==> config.mk <==
export PLATFORM = sky130hd
export DESIGN_NAME = judge_ctrl
export DESIGN_NICKNAME = d
export VERILOG_FILES = /design/src/rtl/judge_ctrl.sv
export SDC_FILE = /design/constraint.sdc
export NUM_CORES = 1
export LEC_CHECK = 0
export CAP_MARGIN = 10
export CORE_MARGIN = 2
export CORE_UTILIZATION = 40
export CTS_BUF_LIST = sky130_fd_sc_hd__clkbuf_16
export DETAILED_ROUTE_END_ITERATION = 12
export PLACE_DENSITY = 0.7
export SLEW_MARGIN = 20
export SYNTH_ARGS = -nofsm -noshare
export SYNTH_HDL_FRONTEND = slang
export SYNTH_SLANG_ARGS = --single-unit
==> constraint.sdc <==
create_clock -name clk -period 5.3 [get_ports clk]
set_input_delay 0.53 -clock clk [delete_from_list [all_inputs] [get_ports clk]]
set_output_delay 0.53 -clock clk [all_outputs]
set_load 0.1 [all_outputs]
==> src/rtl/judge_ctrl.sv <==
// Two-track rhythm-game judge: detects button presses, grades them against the
// note windows, and keeps score, combo and max combo for one game.
module judge_ctrl #(
    parameter int unsigned PERFECT_PTS = 3,
    parameter int unsigned NORMAL_PTS  = 1
) (
    input  logic        clk,
    input  logic        rst_n,
    input  logic        i_start,
    input  logic        i_song_end,
    input  logic        i_btn_t1,
    input  logic        i_btn_t2,
    input  logic        i_hit_t1,
    input  logic        i_hit_t2,
    input  logic        i_pre_hit_t1,
    input  logic        i_pre_hit_t2,
    input  logic        i_miss_t1,
    input  logic        i_miss_t2,
    output logic        o_clear_t1_perf,
    output logic        o_clear_t1_norm,
    output logic        o_clear_t2_perf,
    output logic        o_clear_t2_norm,
    output logic        o_play,
    output logic [1:0]  o_state,
    output logic [1:0]  o_judge,
    output logic        o_judge_valid,
    output logic [15:0] o_score,
    output logic [7:0]  o_combo,
    output logic [7:0]  o_max_combo
);

    localparam int unsigned SCORE_W = 16;
    localparam int unsigned COMBO_W = 8;
    localparam int unsigned SUM_W   = SCORE_W + 2;

    localparam logic [1:0] JUDGE_NONE    = 2'b00;
    localparam logic [1:0] JUDGE_PERFECT = 2'b01;
    localparam logic [1:0] JUDGE_NORMAL  = 2'b10;
    localparam logic [1:0] JUDGE_MISS    = 2'b11;

    typedef enum logic [1:0] {
        IDLE = 2'b00,
        PLAY = 2'b01,
        DONE = 2'b10
    } state_t;

    state_t state_q, state_d;
    logic   btn_t1_q, btn_t2_q;

    logic                 in_play, enter_play;
    logic                 press_t1, press_t2;
    logic                 perf_t1, perf_t2, norm_t1, norm_t2;
    logic                 miss_any, norm_any, perf_any, judge_any;
    logic [SUM_W-1:0]     pts, score_sum;
    logic [COMBO_W:0]     combo_sum;
    logic [1:0]           hit_cnt;
    logic [SCORE_W-1:0]   score_d;
    logic [COMBO_W-1:0]   combo_d, max_combo_d;
    logic [1:0]           judge_d;

    // Next-state logic: start only from IDLE/DONE, song end only from PLAY
    always_comb begin
        state_d = state_q;
        case (state_q)
            IDLE:    if (i_start)    state_d = PLAY;
            PLAY:    if (i_song_end) state_d = DONE;
            DONE:    if (i_start)    state_d = PLAY;
            default: state_d = IDLE;
        endcase
    end

    // Judgement and counter update; a miss on a track masks that track's press
    always_comb begin
        in_play    = (state_q == PLAY);
        enter_play = (state_d == PLAY) && (state_q != PLAY);
        press_t1   = i_btn_t1 & ~btn_t1_q;
        press_t2   = i_btn_t2 & ~btn_t2_q;

        perf_t1 = in_play & press_t1 & ~i_miss_t1 & i_hit_t1;
        norm_t1 = in_play & press_t1 & ~i_miss_t1 & ~i_hit_t1 & i_pre_hit_t1;
        perf_t2 = in_play & press_t2 & ~i_miss_t2 & i_hit_t2;
        norm_t2 = in_play & press_t2 & ~i_miss_t2 & ~i_hit_t2 & i_pre_hit_t2;

        miss_any  = in_play & (i_miss_t1 | i_miss_t2);
        norm_any  = norm_t1 | norm_t2;
        perf_any  = perf_t1 | perf_t2;
        judge_any = miss_any | norm_any | perf_any;

        pts = SUM_W'(0);
        if (perf_t1) pts = pts + SUM_W'(PERFECT_PTS);
        if (perf_t2) pts = pts + SUM_W'(PERFECT_PTS);
        if (norm_t1) pts = pts + SUM_W'(NORMAL_PTS);
        if (norm_t2) pts = pts + SUM_W'(NORMAL_PTS);
        score_sum = SUM_W'(o_score) + pts;
        score_d   = (score_sum > SUM_W'(16'hFFFF)) ? 16'hFFFF : score_sum[SCORE_W-1:0];

        hit_cnt   = 2'(perf_t1 | norm_t1) + 2'(perf_t2 | norm_t2);
        combo_sum = (COMBO_W+1)'(o_combo) + (COMBO_W+1)'(hit_cnt);
        if (miss_any)
            combo_d = '0;
        else if (combo_sum > (COMBO_W+1)'(255))
            combo_d = 8'hFF;
        else
            combo_d = combo_sum[COMBO_W-1:0];
        max_combo_d = (combo_d > o_max_combo) ? combo_d : o_max_combo;

        judge_d = o_judge;
        if (miss_any)      judge_d = JUDGE_MISS;
        else if (norm_any) judge_d = JUDGE_NORMAL;
        else if (perf_any) judge_d = JUDGE_PERFECT;
    end

    always_ff @(posedge clk or negedge rst_n) begin
        if (!rst_n) begin
            state_q         <= IDLE;
            btn_t1_q        <= 1'b0;
            btn_t2_q        <= 1'b0;
            o_state         <= IDLE;
            o_play          <= 1'b0;
            o_clear_t1_perf <= 1'b0;
            o_clear_t1_norm <= 1'b0;
            o_clear_t2_perf <= 1'b0;
            o_clear_t2_norm <= 1'b0;
            o_judge         <= JUDGE_NONE;
            o_judge_valid   <= 1'b0;
            o_score         <= '0;
            o_combo         <= '0;
            o_max_combo     <= '0;
        end else begin
            state_q         <= state_d;
            btn_t1_q        <= i_btn_t1;
            btn_t2_q        <= i_btn_t2;
            o_state         <= state_d;
            o_play          <= (state_d == PLAY);
            o_clear_t1_perf <= perf_t1;
            o_clear_t1_norm <= norm_t1;
            o_clear_t2_perf <= perf_t2;
            o_clear_t2_norm <= norm_t2;
            o_judge_valid   <= judge_any;
            if (enter_play) begin
                o_judge     <= JUDGE_NONE;
                o_score     <= '0;
                o_combo     <= '0;
                o_max_combo <= '0;
            end else if (judge_any) begin
                o_judge     <= judge_d;
                o_score     <= score_d;
                o_combo     <= combo_d;
                o_max_combo <= max_combo_d;
            end
        end
    end

endmodule

==> results.md, run 1 <==
- Area Growth Syn to Fin: 26.9%
- Slew Viols, Final: 0
- Fin crit share: between 70% and 80%
- GRT overflow: 0
- Delay-heaviest family, CP: compound AO/OA/AOI/OAI gates
- Setup bufs post-CTS: 0
- #FFs+latches synth: between 40 and 50
- CP Buf/Inv Count: 2
- Initial DRC Count: between 100 and 150
- CTS resizes: 0
- Height of the die: about 86 um
- Share of flip-flops with an asynchronous set or reset: 100%
- Maximum root-to-sink buffer count: 2
- CP required: 5470 ps
- Commonest cells after routing, fill and taps aside: clkdlybuf4s50_1 (52), dfrtp_1 (44), nand2_1 (42)
- Crit-path max cell delay: 450 ps
- Crit path launch: i_miss_t1
- Peak VDD IR: 0.000128 V
- Row cnt: 29
- DR pass1 iterations: 4
- Port bufs: 53
- Total Power: 1.14 mW
- Final setup violation count: 0
- Worst Path Arrival: between 4000 and 5000 ps
- # nets final: roughly 380
- Slowest stage cell on the critical path: o21ai_1
- Max Freq: approximately 240 MHz
- R2R Path End: o_score[5]
- Worst clock skew: between 5 and 6 ps
- Startpoint types: primary input
- H-tree Lvls: 2
- Power Dens Cells: approximately 330 mW/mm2
- Setup_tns: 0 ps
- Cts hold-fix bufs: 0
- YS warnings: 0
- Initial Utilization: 41.9%
- Critical Path Stages: 16
- Syn_nets: 322
- Root Buffer: clkbuf_16
- Synthesized instance count: ~290
- Final WL: about 6400 um
- CP Class: primary input to flip-flop
- Pin count of the biggest net entering global routing: between 40 and 50
- Vias in the first global route: roughly 2200
- Top cell type's share of synthesized area: 40.7%
- WL per Instance: ~15 um
- CP Capture Type: flip-flop
- CTS tree: yes
- RSZ-0062 raised after global routing: no
- Post-DRT Antenna Nets: 0
- Clk_lat worst skew: 280 ps
- Cells along the critical path: clkdlybuf4s50_1 > nor2_1 > and3_1 > and2_1 > inv_1 > ha_1 > xnor2_1 > ha_1 > nand2_1 > xnor2_1 > ha_1 > nor2b_1 > o2111a_1 > o21ai_1 > nand2_1 > o311a_1
- Post-synth EDFFs: 0
- Simple-gate share of the synthesized area: 19.2%
- Post-Synth XOR/XNOR Area: 2.27%
- Routed vias/inst: 5.62
- Status: finished clean
- Mux share of post-synthesis cell area: 3.74%
- Critical Path End: o_score[5]
- Worst-path maximum fanout: 7
- Cell mode on critical path: ha_1
- Final Hold Fails: 0
- Top_reg_cell synth: dfrtp_1
- Rel. slew slack: between 30% and 40%
- Minimum clock period after layout: 4160 ps
- Worst hold path class: primary input to asynchronous set/reset pin
- Ports: between 50 and 60
- Final HPWL from detailed placement: 4650 um
- CTS clk-pin slew, worst paths: 60 ps
- Syn_area_per_cell: between 9 and 10 um2
- Antenna diode count: 0
- Core footprint: ~0.0065 mm2
- RR Startpoint: state_q[1]
- R2R setup slack: around 1200 ps
- Cell area after synthesis: roughly 0.0027 mm2
- Die X: 86.3 um
- Most common cell after layout, fill and taps aside: clkdlybuf4s50_1
- Die area: 0.00744 mm2
- R2R depth: 15
- Synth Area in Adders: between 10% and 20%
- Sink Count: 44
- Post-synthesis compound-gate area fraction: roughly a fifth
- Max cap viols: 0
- Global-route wire length before repair: 10600 um
- Worst-margin pin slew: ~990 ps
- Gr usage total: around 18%
- Main combinational cell family by area after synthesis: compound AO/OA/AOI/OAI gates
- Initial antenna violation count: 0
- Synth cell types: 45
- GPL Wtd Cong: about 0.9
- Top cells by area, synth: dfrtp_1 (41%), ha_1 (8.8%), nand2_1 (5.8%), a21oi_1 (3.9%), mux2i_1 (3.3%)
- Share of layout cells above drive strength 1: under 10%
- Inserted Clock Buffers: 5
- Sequential share of the synthesized area: approximately 40%
- Residual DRC: 0
- Leak: between 1 and 1.5 nW
- Cell taking the most area after synthesis: dfrtp_1
- DR vias: 2355
- Filler cells: between 500 and 600
## synth_stat cells (6+ instances only)
cell and count:
mux2i_1 9, a211oi_1 8, nor2_1 12, a31oi_1 12, clkbuf_1 6, o21ai_0 11, ha_1 19, inv_1 16
a21oi_1 21, xnor2_1 7, nand2_1 42, nor3_1 8, dfrtp_1 44
## stage by stage
step	cells	utilization [%]	area, um2	hold WS (ps)	setup WS [ps]
after floorplan	289	-	2710	234	1120
after detailed placement	412	51.1	3300	537	868
final	419	53.2	3430	397	1140
after global routing	419	53.2	3430	486	791
after global placement	412	51.1	3300	523	1020
after CTS	419	53.2	3430	447	1160
## kinds of logic (layout without fill, tap and decap cells)
| family | count (synthesis) | after routing |
|---|---|---|
| simple gates | 102 | 102 |
| compound gates | 78 | 78 |
| flops | 44 | 44 |
| buf+inv | 27 | 80 |
| fa+ha+maj | 21 | 21 |
| mux | 10 | 10 |
| xor+xnor | 7 | 7 |
## area by class of cell
cell class,count,area (um2),area share [%]
Inverter,18,67.6,1.97
Clock inverter,2,8.76,0.255
Clock buffer,5,125,3.64
Timing Repair Buffer,55,541,15.7
Sequential cell,44,1100,32.1
Tap cell,77,96.3,2.81
Multi-Input combinational cell,218,1490,43.5
## worst min path at each step
| stage | startpoint | end | slack [ps] | cells past startpoint |
|---|---|---|---|---|
| finish | rst_n | o_max_combo[1] | 400 | 1 |
| floorplan | rst_n | btn_t1_q | 230 | 0 |
| global route | rst_n | o_max_combo[4] | 490 | 1 |
| global placement | state_q[1] | state_q[1] | 520 | 1 |
| detailed placement | state_q[1] | state_q[1] | 540 | 1 |
| CTS | rst_n | o_max_combo[1] | 450 | 1 |
## routing by layer
| metal | routed length (um) | share of wire, % | up-vias | GRT usage [%] |
|---|---|---|---|---|
| met5 | 0 | 0 | - | 0 |
| met1 | 3080 | 48 | 1139 | 24.7 |
| met3 | 222 | 3.5 | 5 | 4.19 |
| li1 | - | - | 1164 | - |
| met2 | 3020 | 47 | 47 | 28.6 |
| met4 | 83 | 1.3 | 0 | 5.40 |
## power by group
group / switching (mW) / internal [mW] / total (mW)
combinational: 0.339 / 0.116 / 0.455
sequential: 0.0293 / 0.366 / 0.396
clock: 0.122 / 0.169 / 0.291
## registers in the layout, indices dropped and copies added, names as in the netlist
name / cells
o_max_combo: 8
o_clear_t2_norm: 1
o_clear_t2_perf: 1
btn_t1_q: 1
btn_t2_q: 1
state_q: 2
o_score: 16
o_play: 1
o_judge_valid: 1
o_combo: 8
o_judge: 2
o_clear_t1_norm: 1
o_clear_t1_perf: 1
No activity file was read; power rests on OpenSTA's default activity.
==> run 2: changes to the inputs <==
- PLACE_DENSITY: 0.7 -> 0.72
- clock period: 5.3 -> 3.7 ns (I/O delays scaled with it)
==> run 2 against run 1 <==
Effect of this change:
- count of clock-buffer cells in the layout did not move
- die area did not move
- wire length rose by 8.5%
- global-route usage rose by 1.2 points
- cell count rose by 10%
- worst setup slack got worse by 980 ps
- sequential cell count did not move
- utilization rose by 7.3 points
- critical endpoint is now o_max_combo[4]
- highest routed layer unchanged
==> results.md, run 2 (synthesis gave the netlist of run 1 again) <==
- WL per Instance: 15.1 um (was 15.3 um)
- Port bufs: 53 (unchanged)
- Routed vias/inst: 5.56 (was 5.62)
- Delay-heaviest family, CP: adder cells (was compound AO/OA/AOI/OAI gates)
- Ports: 54 (unchanged)
- DR vias: 2561 (was 2355)
- DRT met1 WL: 3000 um (was 3080 um)
- CP Buf/Inv Count: 3 (was 2)
- Max Freq: approximately 280 MHz
- Sw Ratio: 42.3% (was 42.9%)
- WL met2: 3500 um (was 3020 um)
- Global-route wire length before repair: 11400 um (was 10600 um)
- CTS tree: yes (unchanged)
- CTS clk-pin slew, worst paths: 60 ps (about the same)
- Startpoint types: flip-flop (was primary input)
- Initial DRC Count: 125 (was 106)
- Fin crit share: between 90% and 100%
- Final setup violation count: 0 (unchanged)
- Multi-input logic area: 0.00164 mm2 (was 0.00149 mm2)
- Area Growth Syn to Fin: 44.3% (was 26.9%)
- Worst Path Arrival: 3740 ps (was 4330 ps)
- Row cnt: 29 (unchanged)
- Slowest stage cell on the critical path: dfrtp_4 (was o21ai_1)
- Uppermost layer routed: met4 (unchanged)
- Worst clock skew: 6.54 ps (was 5.88 ps)
- Minimum clock period after layout: 3540 ps
- Clock Power Share: 24.6% (was 25.5%)
- Core footprint: 0.00646 mm2 (unchanged)
- Final Hold Fails: 0 (unchanged)
- Maximum root-to-sink buffer count: 2 (unchanged)
- Initial antenna violation count: 0 (unchanged)
- Final WL: 6950 um (was 6410 um)
- Pin count of the biggest net entering global routing: 45 (unchanged)
- # nets final: 416 (was 375)
- Height of the die: 86.3 um (unchanged)
- Hold Slack: 87.6 ps (was 397 ps)
- Met3 routed WL: 392 um (was 222 um)
- Combinational Power Share: 41.9% (was 39.8%)
- Crit-path max cell delay: 510 ps (was 450 ps)
- Vias in the first global route: 2478 (was 2190)
- CP required: 3900 ps (was 5470 ps)
- Worst-margin pin slew: 985 ps (was 995 ps)
- Sequential power share: 33.5% (was 34.7%)
- Rel. slew slack: 34.1% (was 33.5%)
- Root Buffer: clkbuf_16 (unchanged)
- Power Dens Cells: 433 mW/mm2 (was 333 mW/mm2)
- Util after Layout: 60.5% (was 53.2%)
- Worst hold path class: primary input to asynchronous set/reset pin (unchanged)
- Die area: 0.00744 mm2 (unchanged)
- DR pass1 iterations: 4 (unchanged)
- Setup ws final: 159 ps (was 1140 ps)
- Worst-path maximum fanout: 6 (was 7)
- Residual DRC: 0 (unchanged)
- Register bank with the most flops: o_score (unchanged)
- Filler cells: 539 (was 589)
- CP Capture Type: flip-flop (unchanged)
- Internal power: 0.976 mW (was 0.651 mW)
- Gr usage total: 19.2% (was 18.0%)
- Slew Viols, Final: 0 (unchanged)
- Die X: 86.3 um (unchanged)
- Setup_tns: 0 ps (unchanged)
- Register area: 0.00111 mm2 (was 0.00110 mm2)
- Final HPWL from detailed placement: 5150 um (was 4650 um)
- GPL Wtd Cong: 0.874 (was 0.897)
- GRT overflow: 0 (unchanged)
- Status: finished clean (unchanged)
- Initial Utilization: 41.9% (unchanged)
- Cts hold-fix bufs: 0 (unchanged)
- RSZ-0062 raised after global routing: yes (was no)
- Antenna diode count: 0 (unchanged)
- Post-DRT Antenna Nets: 0 (unchanged)
- Peak VDD IR: 0.000260 V (was 0.000128 V)
- CP Class: flip-flop to flip-flop (was primary input to flip-flop)
- Max FFs per register: 16 (unchanged)
- Largest registers: o_score x16, o_combo x8, o_max_combo x8 (unchanged)
- Inserted Clock Buffers: 5 (unchanged)
- Leak: 1.66 nW (was 1.42 nW)
- Sink Count: 44 (unchanged)
- Commonest cells after routing, fill and taps aside: clkdlybuf4s50_1 (52), buf_4 (43), dfrtp_1 (42) (was clkdlybuf4s50_1 (52), dfrtp_1 (44), nand2_1 (42))
- H-tree Lvls: 2 (unchanged)
- Cells along the critical path: and2b_2 > and3_1 > buf_4 > o21a_1 > fa_2 > ha_4 > nand3_2 > nand2_1 > o311a_1 > ha_4 > nand2_1 > nor2_1 > a211oi_1 > buf_4 > a211oi_4 > buf_6 > mux2i_2 (was clkdlybuf4s50_1 > nor2_1 > and3_1 > and2_1 > inv_1 > ha_1 > xnor2_1 > ha_1 > nand2_1 > xnor2_1 > ha_1 > nor2b_1 > o2111a_1 > o21ai_1 > nand2_1 > o311a_1)
- NetSw: 0.716 mW (was 0.490 mW)
- Share of layout cells above drive strength 1: 22.7% (was 5.85%)
- Max cap viols: 0 (unchanged)
- Place WS: -286 ps (was 868 ps)
- Clk_lat worst skew: 280 ps (about the same)
- Most common cell after layout, fill and taps aside: clkdlybuf4s50_1 (unchanged)
-- run 2: cell types whose count changed in the layout (fill, tap and decap cells not counted), moves of 3 or more --
cell and delta:
a211oi_2 +3, ha_4 +3, a211oi_1 -3, ha_1 -4, nor4b_1 -3, buf_4 +41
-- run 2: what timing repair did --
action	4_1_cts	5_1_grt
setup buffers	0	1
pin swaps	0	9
endpoints found under the setup margin	10	24
gates resized for setup	2	21
hold endpoints to repair	0	0
-- run 2: final timing paths --
check / start / end / slack [ps] / depth (start not counted)
min: rst_n / o_max_combo[2] / 90 / 1
min in group clk: o_max_combo[2] / o_max_combo[2] / 550 / 2
max reg2reg: state_q[0] / o_max_combo[4] / 160 / 17
min reg2reg: o_max_combo[2] / o_max_combo[2] / 550 / 2
max in group asynchronous: rst_n / state_q[0] / 3180 / 1
max: state_q[0] / o_max_combo[4] / 160 / 17
-- run 2: metal layers --
metal	vias up	GRT usage (%)
met5	-	0
met4	0	5.54
met3	6	4.00
met2	87	33.4
met1	1219	24.3
li1	1249	-
-- run 2: power by group through the flow --
| stage | Clock [mW] | Sequential, mW | Combinational, mW |
|---|---|---|---|
| floorplan | 0 | 0.880 | 0.188 |
| global placement | 0 | 0.573 | 0.684 |
| detailed placement | 0 | 0.575 | 0.696 |
| CTS | 0.427 | 0.566 | 0.697 |
| global route | 0.449 | 0.572 | 0.748 |
| finish | 0.416 | 0.567 | 0.710 |
-- run 2: cell type report --
| type | count | area share (%) |
|---|---|---|
| Clock buffer | 5 | 3.20 |
| Inverter | 18 | 1.73 |
| Clock inverter | 3 | 0.288 |
| Multi-Input combinational cell | 218 | 42.0 |
| Tap cell | 77 | 2.47 |
| Timing Repair Buffer | 96 | 21.9 |
| Sequential cell | 44 | 28.4 |
-- run 2: worst register-to-register path, stage by stage, from the launching register on --
cell and delay [ps]:
dfrtp_4 510, and2b_2 210, and3_1 170, buf_4 120, o21a_1 110, fa_2 380
ha_4 180, nand3_2 70, nand2_1 60, o311a_1 350, ha_4 300, nand2_1 60
nor2_1 100, a211oi_1 50, buf_4 140, a211oi_4 270, buf_6 170, mux2i_2 210
-- run 2: stage by stage --
stage          instances  power, mW  instance area, um2
6_report             461       1.69                3910
5_1_grt              461       1.77                3910
4_1_cts              460       1.69                3780
3_5_place_dp         452       1.27                3630
3_3_place_gp         452       1.26                3630
2_1_floorplan        289       1.07                2740
==> run 3: changes to the inputs <==
- TNS_END_PERCENT: not set -> 100
==> results of run 3 <==
The final DEF is identical to that of run 2; final timing and power are the same.
